[src/rtl/lsu_dmem_ctrl_if.sv]
// Core request/response handshake and word-wide dmem port of the LSU.
// master is the LSU side, slave is the core plus memory side.
interface lsu_dmem_ctrl_if #(
    parameter int WIDTH = 32
);
    logic             req_valid;
    logic             req_ready;
    logic             req_we;
    logic [2:0]       req_funct3;
    logic [WIDTH-1:0] req_addr;
    logic [WIDTH-1:0] req_wdata;
    logic             resp_valid;
    logic             resp_err;
    logic [WIDTH-1:0] resp_rdata;
    logic             dmem_sel;
    logic [WIDTH-1:0] dmem_addr;
    logic [WIDTH-1:0] dmem_wdata;
    logic [WIDTH-1:0] dmem_rdata;

    modport master (
        input  req_valid, req_we, req_funct3, req_addr, req_wdata,
        input  dmem_rdata,
        output req_ready, resp_valid, resp_err, resp_rdata,
        output dmem_sel, dmem_addr, dmem_wdata
    );

    modport slave (
        output req_valid, req_we, req_funct3, req_addr, req_wdata,
        output dmem_rdata,
        input  req_ready, resp_valid, resp_err, resp_rdata,
        input  dmem_sel, dmem_addr, dmem_wdata
    );
endinterface

[src/rtl/lsu_dmem_ctrl.sv]
// Load/store unit front end: one request at a time, sub-word stores
// done as read-modify-write on a word-only data memory.
module lsu_dmem_ctrl #(
    parameter int WIDTH     = 32,
    parameter int MEM_DEPTH = 1024
) (
    input  logic               clk,
    input  logic               rst,
    lsu_dmem_ctrl_if.master    bus
);
    typedef enum logic [2:0] {
        IDLE, LOAD, RMW_RD, WRITE, RESP, ERR
    } state_e;

    state_e            state_q;
    logic [2:0]        f3_q;
    logic [1:0]        off_q;
    logic [15:0]       wdata_q;
    logic              sel_q;
    logic [WIDTH-1:0]  addr_q;
    logic [WIDTH-1:0]  wd_q;
    logic              rv_q;
    logic              re_q;
    logic [WIDTH-1:0]  rd_q;

    logic [1:0]        sz_m1;
    logic              f3_bad;
    logic              mis;
    logic [WIDTH:0]    end_addr;
    logic              oor;
    logic              bad;
    logic [WIDTH-1:0]  word_addr;
    logic [7:0]        lane_b;
    logic [15:0]       lane_h;
    logic [WIDTH-1:0]  ld_data;
    logic [WIDTH-1:0]  merged;

    assign bus.req_ready  = (state_q == IDLE) && !rst;
    // Gate with rst so a reset arriving in WRITE never commits the word.
    assign bus.dmem_sel   = sel_q && !rst;
    assign bus.dmem_addr  = addr_q;
    assign bus.dmem_wdata = wd_q;
    assign bus.resp_valid = rv_q;
    assign bus.resp_err   = re_q;
    assign bus.resp_rdata = rd_q;
    assign word_addr      = {bus.req_addr[WIDTH-1:2], 2'b00};

    always_comb begin
        sz_m1 = 2'd3;
        case (bus.req_funct3[1:0])
            2'b00:   sz_m1 = 2'd0;
            2'b01:   sz_m1 = 2'd1;
            default: sz_m1 = 2'd3;
        endcase
        if (bus.req_we) begin
            f3_bad = bus.req_funct3 > 3'd2;
        end else begin
            f3_bad = (bus.req_funct3 == 3'b011)
                  || (bus.req_funct3[2:1] == 2'b11);
        end
        mis = ((bus.req_funct3[1:0] == 2'b01) && bus.req_addr[0])
           || ((bus.req_funct3[1:0] == 2'b10)
               && (bus.req_addr[1:0] != 2'b00));
        end_addr = {1'b0, bus.req_addr} + (WIDTH+1)'(sz_m1);
        oor = end_addr >= (WIDTH+1)'(MEM_DEPTH);
        bad = f3_bad || mis || oor;
    end

    always_comb begin
        lane_b  = bus.dmem_rdata[{off_q, 3'b000} +: 8];
        lane_h  = bus.dmem_rdata[{off_q[1], 4'b0000} +: 16];
        ld_data = bus.dmem_rdata;
        case (f3_q)
            3'b000:  ld_data = {{24{lane_b[7]}}, lane_b};
            3'b001:  ld_data = {{16{lane_h[15]}}, lane_h};
            3'b100:  ld_data = {24'd0, lane_b};
            3'b101:  ld_data = {16'd0, lane_h};
            default: ld_data = bus.dmem_rdata;
        endcase
        merged = bus.dmem_rdata;
        if (f3_q[1:0] == 2'b00) begin
            merged[{off_q, 3'b000} +: 8] = wdata_q[7:0];
        end else begin
            merged[{off_q[1], 4'b0000} +: 16] = wdata_q;
        end
    end

    always_ff @(posedge clk) begin
        if (rst) begin
            state_q <= IDLE;
            f3_q    <= '0;
            off_q   <= '0;
            wdata_q <= '0;
            sel_q   <= 1'b0;
            addr_q  <= '0;
            wd_q    <= '0;
            rv_q    <= 1'b0;
            re_q    <= 1'b0;
            rd_q    <= '0;
        end else begin
            rv_q  <= 1'b0;
            re_q  <= 1'b0;
            sel_q <= 1'b0;
            unique case (state_q)
                IDLE: begin
                    if (bus.req_valid) begin
                        f3_q    <= bus.req_funct3;
                        off_q   <= bus.req_addr[1:0];
                        wdata_q <= bus.req_wdata[15:0];
                        if (bad) begin
                            state_q <= ERR;
                            rv_q    <= 1'b1;
                            re_q    <= 1'b1;
                            rd_q    <= '0;
                        end else if (!bus.req_we) begin
                            state_q <= LOAD;
                            addr_q  <= word_addr;
                        end else if (bus.req_funct3[1:0] == 2'b10) begin
                            state_q <= WRITE;
                            addr_q  <= word_addr;
                            wd_q    <= bus.req_wdata;
                            sel_q   <= 1'b1;
                        end else begin
                            state_q <= RMW_RD;
                            addr_q  <= word_addr;
                        end
                    end
                end
                LOAD: begin
                    state_q <= RESP;
                    addr_q  <= '0;
                    rv_q    <= 1'b1;
                    rd_q    <= ld_data;
                end
                RMW_RD: begin
                    state_q <= WRITE;
                    wd_q    <= merged;
                    sel_q   <= 1'b1;
                end
                WRITE: begin
                    state_q <= RESP;
                    addr_q  <= '0;
                    rv_q    <= 1'b1;
                    rd_q    <= '0;
                end
                RESP:    state_q <= IDLE;
                ERR:     state_q <= IDLE;
                default: state_q <= IDLE;
            endcase
        end
    end
endmodule

[src/flat_wrapper.sv]
// flat-port wrapper written by rule: the top's interface ports become plain ports
module lsu_dmem_ctrl_flat 
#(
    parameter int WIDTH     = 32,
    parameter int MEM_DEPTH = 1024
)
  (clk, rst, bus_req_valid, bus_req_we, bus_req_funct3, bus_req_addr, bus_req_wdata, bus_dmem_rdata, bus_req_ready, bus_resp_valid, bus_resp_err, bus_resp_rdata, bus_dmem_sel, bus_dmem_addr, bus_dmem_wdata);
  lsu_dmem_ctrl_if #(.WIDTH(WIDTH)) bus_i ();
  input  logic clk;
  input  logic rst;
  input wire logic [$bits(bus_i.req_valid)-1:0] bus_req_valid;
  input wire logic [$bits(bus_i.req_we)-1:0] bus_req_we;
  input wire logic [$bits(bus_i.req_funct3)-1:0] bus_req_funct3;
  input wire logic [$bits(bus_i.req_addr)-1:0] bus_req_addr;
  input wire logic [$bits(bus_i.req_wdata)-1:0] bus_req_wdata;
  input wire logic [$bits(bus_i.dmem_rdata)-1:0] bus_dmem_rdata;
  output wire logic [$bits(bus_i.req_ready)-1:0] bus_req_ready;
  output wire logic [$bits(bus_i.resp_valid)-1:0] bus_resp_valid;
  output wire logic [$bits(bus_i.resp_err)-1:0] bus_resp_err;
  output wire logic [$bits(bus_i.resp_rdata)-1:0] bus_resp_rdata;
  output wire logic [$bits(bus_i.dmem_sel)-1:0] bus_dmem_sel;
  output wire logic [$bits(bus_i.dmem_addr)-1:0] bus_dmem_addr;
  output wire logic [$bits(bus_i.dmem_wdata)-1:0] bus_dmem_wdata;
  assign bus_i.req_valid = bus_req_valid;
  assign bus_i.req_we = bus_req_we;
  assign bus_i.req_funct3 = bus_req_funct3;
  assign bus_i.req_addr = bus_req_addr;
  assign bus_i.req_wdata = bus_req_wdata;
  assign bus_i.dmem_rdata = bus_dmem_rdata;
  assign bus_req_ready = bus_i.req_ready;
  assign bus_resp_valid = bus_i.resp_valid;
  assign bus_resp_err = bus_i.resp_err;
  assign bus_resp_rdata = bus_i.resp_rdata;
  assign bus_dmem_sel = bus_i.dmem_sel;
  assign bus_dmem_addr = bus_i.dmem_addr;
  assign bus_dmem_wdata = bus_i.dmem_wdata;
  lsu_dmem_ctrl #(.WIDTH(WIDTH), .MEM_DEPTH(MEM_DEPTH)) u_core (.clk(clk), .rst(rst), .bus(bus_i));
endmodule
[config.mk]
export PLATFORM = sky130hd
export DESIGN_NAME = lsu_dmem_ctrl_flat
export DESIGN_NICKNAME = d
export VERILOG_FILES = /design/src/rtl/lsu_dmem_ctrl_if.sv /design/src/rtl/lsu_dmem_ctrl.sv /design/src/flat_wrapper.sv
export SDC_FILE = /design/constraint.sdc
export NUM_CORES = 1
export LEC_CHECK = 0
export CORE_MARGIN = 4
export CORE_UTILIZATION = 35
export CTS_CLUSTER_DIAMETER = 40
export DETAILED_ROUTE_END_ITERATION = 12
export PLACE_DENSITY = 0.62
export SYNTH_ARGS = -nofsm -noshare
export SYNTH_HDL_FRONTEND = slang
export SYNTH_SLANG_ARGS = --single-unit
[constraint.sdc]
create_clock -name clk -period 11.28 [get_ports clk]
set_input_delay 2.82 -clock clk [delete_from_list [all_inputs] [get_ports clk]]
set_output_delay 2.82 -clock clk [all_outputs]
set_load 0.02 [all_outputs]
After elaboration in Yosys (flattened, before gate mapping). Cells that the tools add are included.

Add/sub/neg operators: 3. Order comparisons: 2. Equal/unequal tests: 15. Shift operators: 6. Muxes and demuxes: 30. Bitwise logic cells: 1. Reduce and logical (&&, ||, !) cells: 23.

Operator list (count): 2-to-1 mux 32 bit (9); one-hot mux 32 bit (2 select lines) (2); one-hot mux 32 bit (4 select lines) (1); one-hot mux 32 bit (3 select lines) (1); bitwise mux 32 bit (2); adder 32 x 2 -> 33 bit (1); >= comparator 33 x 11 -> 1 bit (second input constant) (1); variable shift 16 x 7 -> 32 bit (first input constant) (1); variable shift 8 x 7 -> 32 bit (first input constant) (1); indexed part select 16 x 7 -> 32 bit (1); indexed part select 32 x 6 -> 16 bit (1); indexed part select 32 x 6 -> 8 bit (1); indexed part select 8 x 7 -> 32 bit (1); negation 5 -> 7 bit (2); equality test 3 x 2 -> 1 bit (second input constant) (3); 2-to-1 mux 3 bit (3); one-hot mux 3 bit (3 select lines) (1); 2-to-1 mux 1 bit (8); inequality test 2 bit (second input constant) (4); equality test 3 x 1 -> 1 bit (second input constant) (2); equality test 3 bit (second input constant) (2); logical NOT 3 bit (2); AND reduction 3 bit (2); nonzero test 2 bit (3); 15 further kinds (25).

Register bits: 123. Bits of input ports: 103. Output and inout bits: 100. Word-level logic and storage cells: 90.

Longest topological paths before layout. Gate-level depths: netlist of the first run.

Depth in word-level cells: 8. Gate-level depth with buffers: 13. Mapped depth without buffers: 11.

Worst setup path after synthesis of the first run. Ideal clock, no wire load.

Path type: input-to-output. Start point: in rst. End point: out bus_req_ready. Arrival: 3.982 ns. Data required time: 8.460 ns. Setup slack: 4.478 ns. Stages on the path: 4. Cells stage by stage: clkbuf_1 -> clkbuf_1 -> clkbuf_1 -> nor4_1.

Cells in the longest elaborated chain, start to end: 2.

Ends and longest elaborated chain: start: declaration (line flat_wrapper.sv:10) `input logic rst;`; logical NOT 1 bit (line lsu_dmem_ctrl.sv:38) `assign bus.req_ready = (state_q == IDLE) && !rst;`; logical AND 1 bit (line lsu_dmem_ctrl.sv:38); end: declaration (line flat_wrapper.sv:17) `output wire logic [$bits(bus_i.req_ready)-1:0] bus_req_ready;`.

Every way passes these cells.

Worst setup path after layout of the first run.
Start point: in bus_req_funct3[1]. End point: reg u_core.wd_q[0] (netlist: u_core.bus.dmem_wdata[0]).

Cells in the longest elaborated chain, start to end: 7. Elaborated cells between the ends (all ways): 19. Those cells by class: add/sub: 1; order compare: 2; eq/ne: 6; mux: 2; reduce/logical: 8.

Ends and longest elaborated chain: start: declaration (line flat_wrapper.sv:13) `input wire logic [$bits(bus_i.req_funct3)-1:0] bus_req_funct3;`; equality test 2 x 1 -> 1 bit, or another cell as far along (line lsu_dmem_ctrl.sv:50, lsu_dmem_ctrl.sv:61); one-hot mux 2 bit (2 select lines), or another cell as far along (line lsu_dmem_ctrl.sv:50) `case (bus.req_funct3[1:0])`; adder 32 x 2 -> 33 bit, or another cell as far along (line lsu_dmem_ctrl.sv:64) `end_addr = {1'b0, bus.req_addr} + (WIDTH+1)'(sz_m1);`; >= comparator 33 x 11 -> 1 bit or logical OR 1 bit (tied branches) (line lsu_dmem_ctrl.sv:65, lsu_dmem_ctrl.sv:66); logical OR 1 bit (line lsu_dmem_ctrl.sv:66) `bad = f3_bad || mis || oor;`; inequality test 2 bit (no source line); AND reduction 5 bit (no source line) *; end signal: assignment (line lsu_dmem_ctrl.sv:121) `wd_q <= bus.req_wdata;`; end signal: assignment (line lsu_dmem_ctrl.sv:137) `wd_q <= merged;`; end: declaration (line lsu_dmem_ctrl.sv:21) `logic [WIDTH-1:0] wd_q;`.

Mark *: on every way between the ends. The rest lies on a longest branch, timed or not. A chain may end at the register's enable or synchronous reset.

==> impl_metrics.env, run 1 <==
export IMPL_ant_nets=0
export IMPL_cp_end_kind="flop"
export IMPL_finalSetupViolCount=0
export IMPL_route_detailed_drc=0
export IMPL_worst_hold_slack_ps=454
export IMPL_cp_slowest_cell="nand4_2"
export IMPL_syn_inst=702
export IMPL_cp_required_ps=11580
export IMPL_avgSynthCellArea_um2=8.59
export IMPL_cp_slowest_stage_delay_ps=830
export IMPL_root_buffer="clkbuf_16"
export IMPL_power_density_nw_per_um2=135
export IMPL_synthArstFlopShare_pct=0
export IMPL_rsz0062_at_grt="no"
export IMPL_crit_arrival_ps=7560
export IMPL_dr_pass1_iters=9
export IMPL_grt_pass1_vias=6183
export IMPL_ir_drop_mv=0.112
export IMPL_gp_congestion=0.877
export IMPL_area_growth_pct=44.6
export IMPL_period_share_pct=64.4
export IMPL_timing_rr_end="u_core.bus.dmem_wdata[0]$_SDFFE_PP0P_"
export IMPL_max_cap_violations=0
export IMPL_reg2reg_depth=7
export IMPL_seq_area_frac_synth_pct=40.2
export IMPL_fin_skew_ps=7.33
export IMPL_min_to="u_core.bus.resp_rdata[9]$_SDFFE_PP0P_"
export IMPL_r2r_setup_slack_ps=8220
export IMPL_cts_buffers_inserted=17
export IMPL_post_cts_setup_buffer_count=0
export IMPL_max_freq_mhz=138
export IMPL_core_um2=16700
export IMPL_die_area_um2=19400
export IMPL_grt_pass1_wl_um=33900
export IMPL_synth_seq_cells=121
export IMPL_critical_path_reg2reg_startpoint="u_core.state_q[0]$_SDFFE_PP0P_"
export IMPL_hp_start="u_core.bus.resp_rdata[9]$_SDFFE_PP0P_"
export IMPL_ys_types=59
export IMPL_min_path_cells=1
export IMPL_die_x_um=139
export IMPL_cp_start_kind="input port"
export IMPL_p_leak_nw=3.18
export IMPL_initial_core_util_pct=36.1
export IMPL_hold_class="reg2reg"
export IMPL_cts_buffer_depth=2
export IMPL_hold_viol=0
export IMPL_grt_max_degree=96
export IMPL_nets=987
export IMPL_cts_tree="built"
export IMPL_vias_per_cell=5.71
export IMPL_drt_wirelength_per_cell_um=19.9
export IMPL_post_route_min_period_ps=7260
export IMPL_path_cells="clkdlybuf4s50_1 -> or2_2 -> ha_1 -> fa_1 -> nand4_1 -> or3_4 -> nor4_1 -> nand2_1 -> a211oi_1 -> nand4_2 -> and2_1 -> buf_4 -> o41ai_1"
export IMPL_netlist_area_um2=6030
export IMPL_tns_ps=0
export IMPL_hold_buffers=0
export IMPL_path_max_fanout=33
export IMPL_slew_headroom_pct=23.4
export IMPL_clkLatencyLatePin_ps=410
export IMPL_grtUsageTotal_pct=21.7
export IMPL_htreeDepth=4
export IMPL_synth_edff_count=0
export IMPL_grt_ovfl_total=0
export IMPL_pin_count=203
export IMPL_cts_sinks=121
export IMPL_cts_resized=0
export IMPL_synthFlopType="dfxtp_1"
export IMPL_clkSlewWorstSetupHoldPaths_ps=60
export IMPL_rows=47
export IMPL_routed_wl_um=22000
export IMPL_vias=6337
export IMPL_drive_above_1_share_pct=10.0
export IMPL_dp_hpwl_um=16400
export IMPL_outcome="finished clean"
export IMPL_finalMaxSlewViolations=0
export IMPL_worst_slew_pin_slew_ps=1150
export IMPL_io_buffers=200
export IMPL_yosysWarnings=0
export IMPL_drt_iter0_drc=695
export IMPL_critPathKind="in2reg"
export IMPL_die_h_um=139
export IMPL_antenna_found_initial=1
[worst max-delay path, delay by kind of cell]
kind	cells	cell delay, ps
adders and majority gates	2	330
buffers and inverters	2	890
and+or+nand+nor	7	2650
AOI/OAI and AO/OA	2	840
[metal layers]
metal	global-route usage, %	part of all wire (%)	vias up
met2	34.1	46	262
met4	6.08	1.8	0
li1	-	-	2991
met3	6.69	8.1	33
met5	0	0	-
met1	29.0	44	3051
[layout by cell type, fill, tap and decap left out, types with 9 or more instances in the layout]
master	instances
nand4_1	10
and3_1	9
nor4_1	9
a21bo_2	17
a21oi_1	54
nand3_1	17
o21ai_0	38
nand2_1	69
o41ai_2	14
clkbuf_16	17
a221oi_1	17
o31ai_1	17
nand4b_1	32
clkdlybuf4s50_1	199
nor2_1	100
mux2_2	9
dfxtp_1	121
a222oi_1	16
[cell families (layout without fill, tap and decap cells)]
| kind of cell | count (synthesis) | in the layout | share of synthesized area (%) |
|---|---|---|---|
| compound gates | 218 | 218 | 27.8 |
| xor+xnor | 4 | 4 | 0.581 |
| fa+ha+maj | 8 | 8 | 1.79 |
| buf+inv | 60 | 245 | 4.26 |
| flops | 121 | 121 | 40.2 |
| mux | 11 | 11 | 2.01 |
| other cells | 1 | 3 | 0.0622 |
| simple gates | 279 | 279 | 23.3 |
[power breakdown]
part	total [mW]	switching [mW]	internal (mW)
clock network	0.533	0.208	0.325
logic	0.185	0.101	0.0834
registers	0.461	0.0156	0.445
[cell type report]
type	count	area (µm²)
tap	220	275
fill	1585	7990
sequential	121	2420
clock buffer	17	425
inverter	6	22.5
clock inverter	14	150
multi-input combinational	522	3360
antenna	1	2.50
timing repair buffer	208	2060
[through the flow]
stage,cells,total power [mW],instance area (µm²),setup slack [ps],util (%)
3_5_place_dp,1077,0.652,8130,3700,48.7
3_3_place_gp,1077,0.650,8130,3810,48.7
2_1_floorplan,703,0.557,6030,4480,-
4_1_cts,1108,1.18,8710,4080,52.2
5_1_grt,1109,1.23,8710,3640,52.2
6_report,1109,1.18,8710,4020,52.2
[synthesized netlist by cell type, types with 5 or more instances]
| library cell | n | area [µm²] |
|---|---|---|
| ha_1 | 7 | 87.6 |
| o21ai_0 | 38 | 190 |
| a21bo_2 | 17 | 170 |
| and3_1 | 9 | 56.3 |
| o31ai_1 | 17 | 128 |
| mux2_2 | 9 | 101 |
| nand2_1 | 70 | 263 |
| a221oi_1 | 17 | 149 |
| nand2b_1 | 5 | 31.3 |
| buf_2 | 7 | 35.0 |
| o41ai_2 | 14 | 228 |
| nor3_1 | 8 | 40.0 |
| clkbuf_1 | 42 | 158 |
| nand4b_1 | 32 | 280 |
| nand4_1 | 10 | 62.6 |
| inv_1 | 6 | 22.5 |
| o2bb2ai_1 | 7 | 61.3 |
| o221ai_1 | 7 | 61.3 |
| a21oi_1 | 54 | 270 |
| dfxtp_1 | 121 | 2420 |
| a21o_1 | 7 | 52.6 |
| nand3_1 | 17 | 85.1 |
| a222oi_1 | 16 | 160 |
| nor2_1 | 100 | 375 |
| nor4_1 | 9 | 56.3 |
[sequential cells by signal, indices dropped and copies added (netlist names)]
| name | count |
|---|---|
| u_core.bus.dmem_addr | 30 |
| u_core.wdata_q | 16 |
| u_core.off_q | 2 |
| u_core.bus.resp_err | 1 |
| u_core.bus.dmem_wdata | 32 |
| u_core.f3_q | 3 |
| u_core.sel_q | 1 |
| u_core.state_q | 3 |
| u_core.bus.resp_rdata | 32 |
| u_core.bus.resp_valid | 1 |
[worst max-delay path by stage]
stage / endpoint / from / cells after the start / slack [ps]
global route: u_core.bus.dmem_wdata[0]$_SDFFE_PP0P_ / bus_req_funct3[1] / 13 / 3640
detailed placement: u_core.bus.dmem_wdata[3]$_SDFFE_PP0P_ / bus_req_funct3[1] / 13 / 3700
global placement: u_core.bus.dmem_wdata[1]$_SDFFE_PP0P_ / bus_req_funct3[1] / 13 / 3810
CTS: u_core.bus.dmem_wdata[0]$_SDFFE_PP0P_ / bus_req_funct3[1] / 13 / 4080
finish: u_core.bus.dmem_wdata[0]$_SDFFE_PP0P_ / bus_req_funct3[1] / 13 / 4020
floorplan: bus_req_ready / rst / 4 / 4480
Power figures use the tool's default switching activity.
==> inputs of run 2 (changes only) <==
==> constraint.sdc (replaced) <==
create_clock -name clk -period 6.8 [get_ports clk]
set_input_delay 1.7 -clock clk [delete_from_list [all_inputs] [get_ports clk]]
set_output_delay 1.7 -clock clk [all_outputs]
set_load 0.02 [all_outputs]
==> impl_metrics.env, run 2 (synthesis gave the netlist of run 1 again) <==
export IMPL_grt_pass1_vias=6130
export IMPL_critPathMostFrequentCell="buf_4"
export IMPL_post_cts_setup_buffer_count=0
export IMPL_grtUsageMet1_pct=29.1
export IMPL_p_int_mw=1.38
export IMPL_gp_congestion=0.896
export IMPL_cp_required_ps=7110
export IMPL_routed_wl_um=21800
export IMPL_fin_skew_ps=9.36
export IMPL_max_cap_violations=0
export IMPL_p_sw_share_pct=27.8
export IMPL_drt_iter0_drc=755
export IMPL_grt_ovfl_total=0
export IMPL_crit_arrival_ps=5660
export IMPL_dr_pass1_iters=7
export IMPL_use_met2_pct=33.9
export IMPL_finalMaxSlewViolations=0
export IMPL_hold_buffers=0
export IMPL_die_area_um2=19400
export IMPL_outcome="finished clean"
export IMPL_dp_cells=1078
export IMPL_max_freq_mhz=187
export IMPL_hold_class="reg2reg"
export IMPL_vias_per_cell=5.72
export IMPL_pwr_share_seq_pct=40.1
export IMPL_p_leak_nw=3.16
export IMPL_io_buffers=200
export IMPL_grt_pass1_wl_um=33700
export IMPL_cp_start_kind="input port"
export IMPL_cp_slowest_cell="clkdlybuf4s50_1"
export IMPL_power_share_clock_pct=44.0
export IMPL_nFillCells=1575
export IMPL_p_comb_share_pct=16.0
export IMPL_rows=47
export IMPL_ir_drop_mv=0.184
export IMPL_post_route_min_period_ps=5340
export IMPL_die_x_um=139
export IMPL_path_cells="clkdlybuf4s50_1 -> or2_2 -> ha_1 -> fa_1 -> nand4_1 -> nor3_1 -> and3_1 -> o31ai_1 -> nor4_1 -> nand4_2 -> buf_4 -> and2_1 -> buf_4 -> o41ai_1"
export IMPL_period_share_pct=78.6
export IMPL_route_detailed_drc=0
export IMPL_dp_hpwl_um=16300
export IMPL_cts_buffers_inserted=17
export IMPL_root_buffer="clkbuf_16"
export IMPL_path_max_fanout=33
export IMPL_power_density_nw_per_um2=219
export IMPL_rsz0062_at_grt="no"
export IMPL_n_antenna_cell=0
export IMPL_worst_slew_pin_slew_ps=1420
export IMPL_vias=6341
export IMPL_power_net_switching_uw=529
export IMPL_nets=988
export IMPL_die_h_um=139
export IMPL_htreeDepth=4
export IMPL_cts_resized=0
export IMPL_busiest_layer="met2"
export IMPL_clkSlewWorstSetupHoldPaths_ps=50
export IMPL_initial_core_util_pct=36.1
export IMPL_cp_end_kind="flop"
export IMPL_core_um2=16700
export IMPL_antenna_found_initial=0
export IMPL_clkLatencyLatePin_ps=420
export IMPL_critPathKind="in2reg"
export IMPL_gr_usage_met3_pct=5.73
export IMPL_hold_viol=0
export IMPL_slew_headroom_pct=4.20
export IMPL_grtUsageTotal_pct=21.6
export IMPL_cts_buffer_depth=2
export IMPL_min_path_cells=1
export IMPL_drive_above_1_share_pct=10.1
export IMPL_cts_sinks=121
export IMPL_grt_max_degree=90
export IMPL_r2r_setup_slack_ps=3380
export IMPL_area_growth_pct=44.2
export IMPL_pin_count=203
export IMPL_layout_common_cells="199 x clkdlybuf4s50_1, 121 x dfxtp_1, 100 x nor2_1"
export IMPL_ant_nets=0
export IMPL_cts_tree="built"
export IMPL_tns_ps=0
export IMPL_cp_slowest_stage_delay_ps=600
export IMPL_finalSetupViolCount=0
export IMPL_final_instance_count_excl_fill=1109
export IMPL_reg2reg_depth=7
export IMPL_mostFrequentLayoutCell="clkdlybuf4s50_1"
export IMPL_drt_wirelength_per_cell_um=19.6
-- run 2: worst max-delay path, delay by kind of cell --
family | cells | cell delay (ps)
buffers and inverters | 3 | 1140
AND/OR/NAND/NOR | 7 | 1980
AO/OA/AOI/OAI | 2 | 440
adder cells (fa/ha/maj) | 2 | 370
-- run 2: path summary, 6_finish.rpt --
kind / start / end
min: u_core.bus.resp_rdata[12]$_SDFFE_PP0P_ / u_core.bus.resp_rdata[12]$_SDFFE_PP0P_
min reg2reg: u_core.bus.resp_rdata[12]$_SDFFE_PP0P_ / u_core.bus.resp_rdata[12]$_SDFFE_PP0P_
max reg2reg: u_core.off_q[1]$_SDFFE_PP0P_ / u_core.bus.dmem_wdata[29]$_SDFFE_PP0P_
max: bus_req_funct3[1] / u_core.bus.dmem_wdata[1]$_SDFFE_PP0P_
-- run 2: power by group through the flow --
stage / combinational (mW) / sequential (mW) / clock (mW)
2_1_floorplan: 0.130 / 0.794 / 0
3_3_place_gp: 0.298 / 0.777 / 0
3_5_place_dp: 0.301 / 0.778 / 0
4_1_cts: 0.303 / 0.764 / 0.853
5_1_grt: 0.329 / 0.768 / 0.889
6_report: 0.304 / 0.764 / 0.838
-- run 2: routing by layer --
layer,wire length [µm],share of wire (%)
met1,9710,45
met2,9950,46
met3,1680,7.7
met4,412,1.9
met5,0,0
-- run 2: layout make-up --
cell class / count / area (µm²) / area share [%]
clock buffers: 17 / 425 / 4.89
repair buffers: 209 / 2060 / 23.7
multi-input cells: 522 / 3360 / 38.6
clock inverters: 14 / 126 / 1.45
inverters: 6 / 22.5 / 0.259
flip-flops and latches: 121 / 2420 / 27.9
well taps: 220 / 275 / 3.17
-- run 2: per-stage QoR --
step	utilization (%)	worst slack [ps]	cell area, µm²	hold WS [ps]	power [mW]
floorplan	-	2240	6030	443	0.924
finish	52.1	1460	8690	451	1.91
global route	52.1	1090	8690	475	1.99
CTS	52.1	1480	8690	455	1.92
global placement	48.7	1230	8140	438	1.08
detailed placement	48.7	1080	8140	442	1.08
==> inputs of run 3 (changes only) <==
--- a/config.mk
+++ b/config.mk
@@ -9,7 +9,7 @@
 export CORE_UTILIZATION = 35
 export CTS_CLUSTER_DIAMETER = 40
 export DETAILED_ROUTE_END_ITERATION = 12
-export PLACE_DENSITY = 0.62
+export PLACE_DENSITY = 0.65
 export SYNTH_ARGS = -nofsm -noshare
 export SYNTH_HDL_FRONTEND = slang
 export SYNTH_SLANG_ARGS = --single-unit
==> constraint.sdc (replaced) <==
create_clock -name clk -period 4.7 [get_ports clk]
set_input_delay 1.175 -clock clk [delete_from_list [all_inputs] [get_ports clk]]
set_output_delay 1.175 -clock clk [all_outputs]
set_load 0.02 [all_outputs]
==> impl_metrics.env, run 3 (synthesis gave the netlist of run 1 again) <==
export IMPL_multi_input_area_um2=3360
export IMPL_tns_ps=0
export IMPL_drt_iter0_drc=773
export IMPL_fin_util_pct=52.9
export IMPL_area_growth_pct=46.6
export IMPL_die_x_um=139
export IMPL_cp_slowest_cell="clkdlybuf4s50_1"
export IMPL_layout_common_cells="199 x clkdlybuf4s50_1, 121 x dfxtp_1, 100 x nor2_1"
export IMPL_cp_required_ps=5010
export IMPL_io_buffers=200
export IMPL_worstSetupEndpoint="u_core.bus.dmem_wdata[7]$_SDFFE_PP0P_"
export IMPL_post_route_min_period_ps=4350
export IMPL_power_net_switching_uw=793
export IMPL_post_cts_setup_buffer_count=0
export IMPL_grtUsageTotal_pct=20.7
export IMPL_hold_buffers=0
export IMPL_path_cells="clkdlybuf4s50_1 -> or2_2 -> ha_1 -> fa_1 -> nand4_1 -> or3_4 -> nor4_1 -> nand2_1 -> a211oi_1 -> buf_4 -> nand4_2 -> and2_1 -> buf_4 -> o41ai_2"
export IMPL_gp_congestion=0.937
export IMPL_r2r_setup_slack_ps=1540
export IMPL_dr_pass1_iters=7
export IMPL_grt_pass1_vias=5894
export IMPL_cts_buffer_depth=2
export IMPL_routed_wl_um=20800
export IMPL_final_instance_count_excl_fill=1121
export IMPL_outcome="finished clean"
export IMPL_nets=999
export IMPL_dr_max_layer_used="met4"
export IMPL_pin_count=203
export IMPL_cp_start_kind="input port"
export IMPL_die_area_um2=19400
export IMPL_power_share_clock_pct=45.0
export IMPL_initial_core_util_pct=36.1
export IMPL_mostFrequentLayoutCell="clkdlybuf4s50_1"
export IMPL_worst_slew_pin_slew_ps=1190
export IMPL_seqCellArea_um2=2420
export IMPL_cp_slowest_stage_delay_ps=480
export IMPL_cts_buffers_inserted=17
export IMPL_route_detailed_drc=0
export IMPL_p_comb_share_pct=15.9
export IMPL_period_share_pct=92.5
export IMPL_fin_skew_ps=14.8
export IMPL_finalMaxSlewViolations=0
export IMPL_design_area_um2=8840
export IMPL_power_mw=2.82
export IMPL_core_um2=16700
export IMPL_rsz0062_at_grt="no"
export IMPL_met1_length_um=9430
export IMPL_rows=47
export IMPL_reg2reg_depth=7
export IMPL_htreeDepth=4
export IMPL_antenna_found_initial=0
export IMPL_finalSetupViolCount=0
export IMPL_crit_arrival_ps=4660
export IMPL_critPathLaunch="bus_req_funct3[0]"
export IMPL_clkLatencyLatePin_ps=420
export IMPL_place_ws_ps=4.10
export IMPL_drive_above_1_share_pct=11.3
export IMPL_p_int_mw=2.03
export IMPL_clkSlewWorstSetupHoldPaths_ps=60
export IMPL_timing_rr_end="u_core.bus.dmem_wdata[31]$_SDFFE_PP0P_"
export IMPL_dp_cells=1089
export IMPL_max_cap_violations=0
export IMPL_hold_class="reg2reg"
export IMPL_worst_hold_slack_ps=451
export IMPL_p_leak_nw=3.24
export IMPL_ant_nets=0
export IMPL_place_area_um2=8260
export IMPL_n_antenna_cell=0
export IMPL_ir_drop_mv=0.248
export IMPL_wl_met2_um=9290
export IMPL_dp_hpwl_um=15500
export IMPL_critPathMostFrequentCell="buf_4"
export IMPL_cts_sinks=121
export IMPL_nFillCells=1569
export IMPL_critical_path_reg2reg_startpoint="u_core.f3_q[0]$_SDFFE_PP0P_"
export IMPL_vias_per_cell=5.59
export IMPL_root_buffer="clkbuf_16"
export IMPL_die_h_um=139
export IMPL_met3_length_um=1740
export IMPL_vias=6266
export IMPL_slew_headroom_pct=19.8
export IMPL_critPathKind="in2reg"
export IMPL_p_sw_share_pct=28.1
export IMPL_cts_tree="built"
export IMPL_cp_end_kind="flop"
export IMPL_grt_ovfl_total=0
export IMPL_max_freq_mhz=230
export IMPL_path_max_fanout=8
export IMPL_grt_max_degree=90
export IMPL_hold_viol=0
export IMPL_power_density_nw_per_um2=319
export IMPL_pwr_share_seq_pct=39.1
export IMPL_cts_resized=0
export IMPL_setup_ws_ps=353
export IMPL_grt_pass1_wl_um=32500
export IMPL_drt_wirelength_per_cell_um=18.6
[run 3: cell types whose count changed in the layout (fill, tap and decap cells not counted)]
cell,before,now
buf_12,0,3
inv_6,2,6
clkinv_4,3,2
buf_4,9,17
clkbuf_8,0,1
clkinv_2,3,0
[run 3: layout make-up]
type	instances	share of cell area, %
multi-input combinational	522	38.0
sequential	121	27.4
inverter	6	0.255
clock buffer	18	4.97
timing repair buffer	220	24.7
tap	220	3.11
clock inverter	14	1.56
[run 3: worst max-delay path, delay by kind of cell]
family                   cells  cell delay, ps
AO/OA/AOI/OAI                2             650
buffers and inverters        3             890
adder cells (fa/ha/maj)      2             360
AND/OR/NAND/NOR              7            1580
[run 3: worst min path at each step]
stage | startpoint | endpoint | slack (ps) | cells past startpoint
after floorplan | u_core.f3_q[2]$_SDFFE_PP0P_ | u_core.f3_q[2]$_SDFFE_PP0P_ | 440 | 2
after global placement | u_core.bus.resp_rdata[10]$_SDFFE_PP0P_ | u_core.bus.resp_rdata[10]$_SDFFE_PP0P_ | 430 | 1
after detailed placement | u_core.bus.resp_rdata[13]$_SDFFE_PP0P_ | u_core.bus.resp_rdata[13]$_SDFFE_PP0P_ | 440 | 1
after CTS | u_core.bus.resp_rdata[13]$_SDFFE_PP0P_ | u_core.bus.resp_rdata[13]$_SDFFE_PP0P_ | 450 | 1
after global routing | u_core.bus.resp_rdata[13]$_SDFFE_PP0P_ | u_core.bus.resp_rdata[13]$_SDFFE_PP0P_ | 470 | 1
final | u_core.bus.resp_rdata[13]$_SDFFE_PP0P_ | u_core.bus.resp_rdata[13]$_SDFFE_PP0P_ | 450 | 1
[run 3: power groups by stage]
stage	Sequential, mW	Clock [mW]	Combinational, mW
finish	1.10	1.27	0.450
global route	1.11	1.34	0.489
CTS	1.10	1.29	0.448
detailed placement	1.12	0	0.446
global placement	1.12	0	0.446
floorplan	1.15	0	0.188
[run 3: metal layers]
metal  vias to the layer above  track usage (%)
li1                       3009                -
met1                      2955             28.9
met2                       276             31.3
met3                        26             6.00
met4                         0             5.92
met5                         -                0
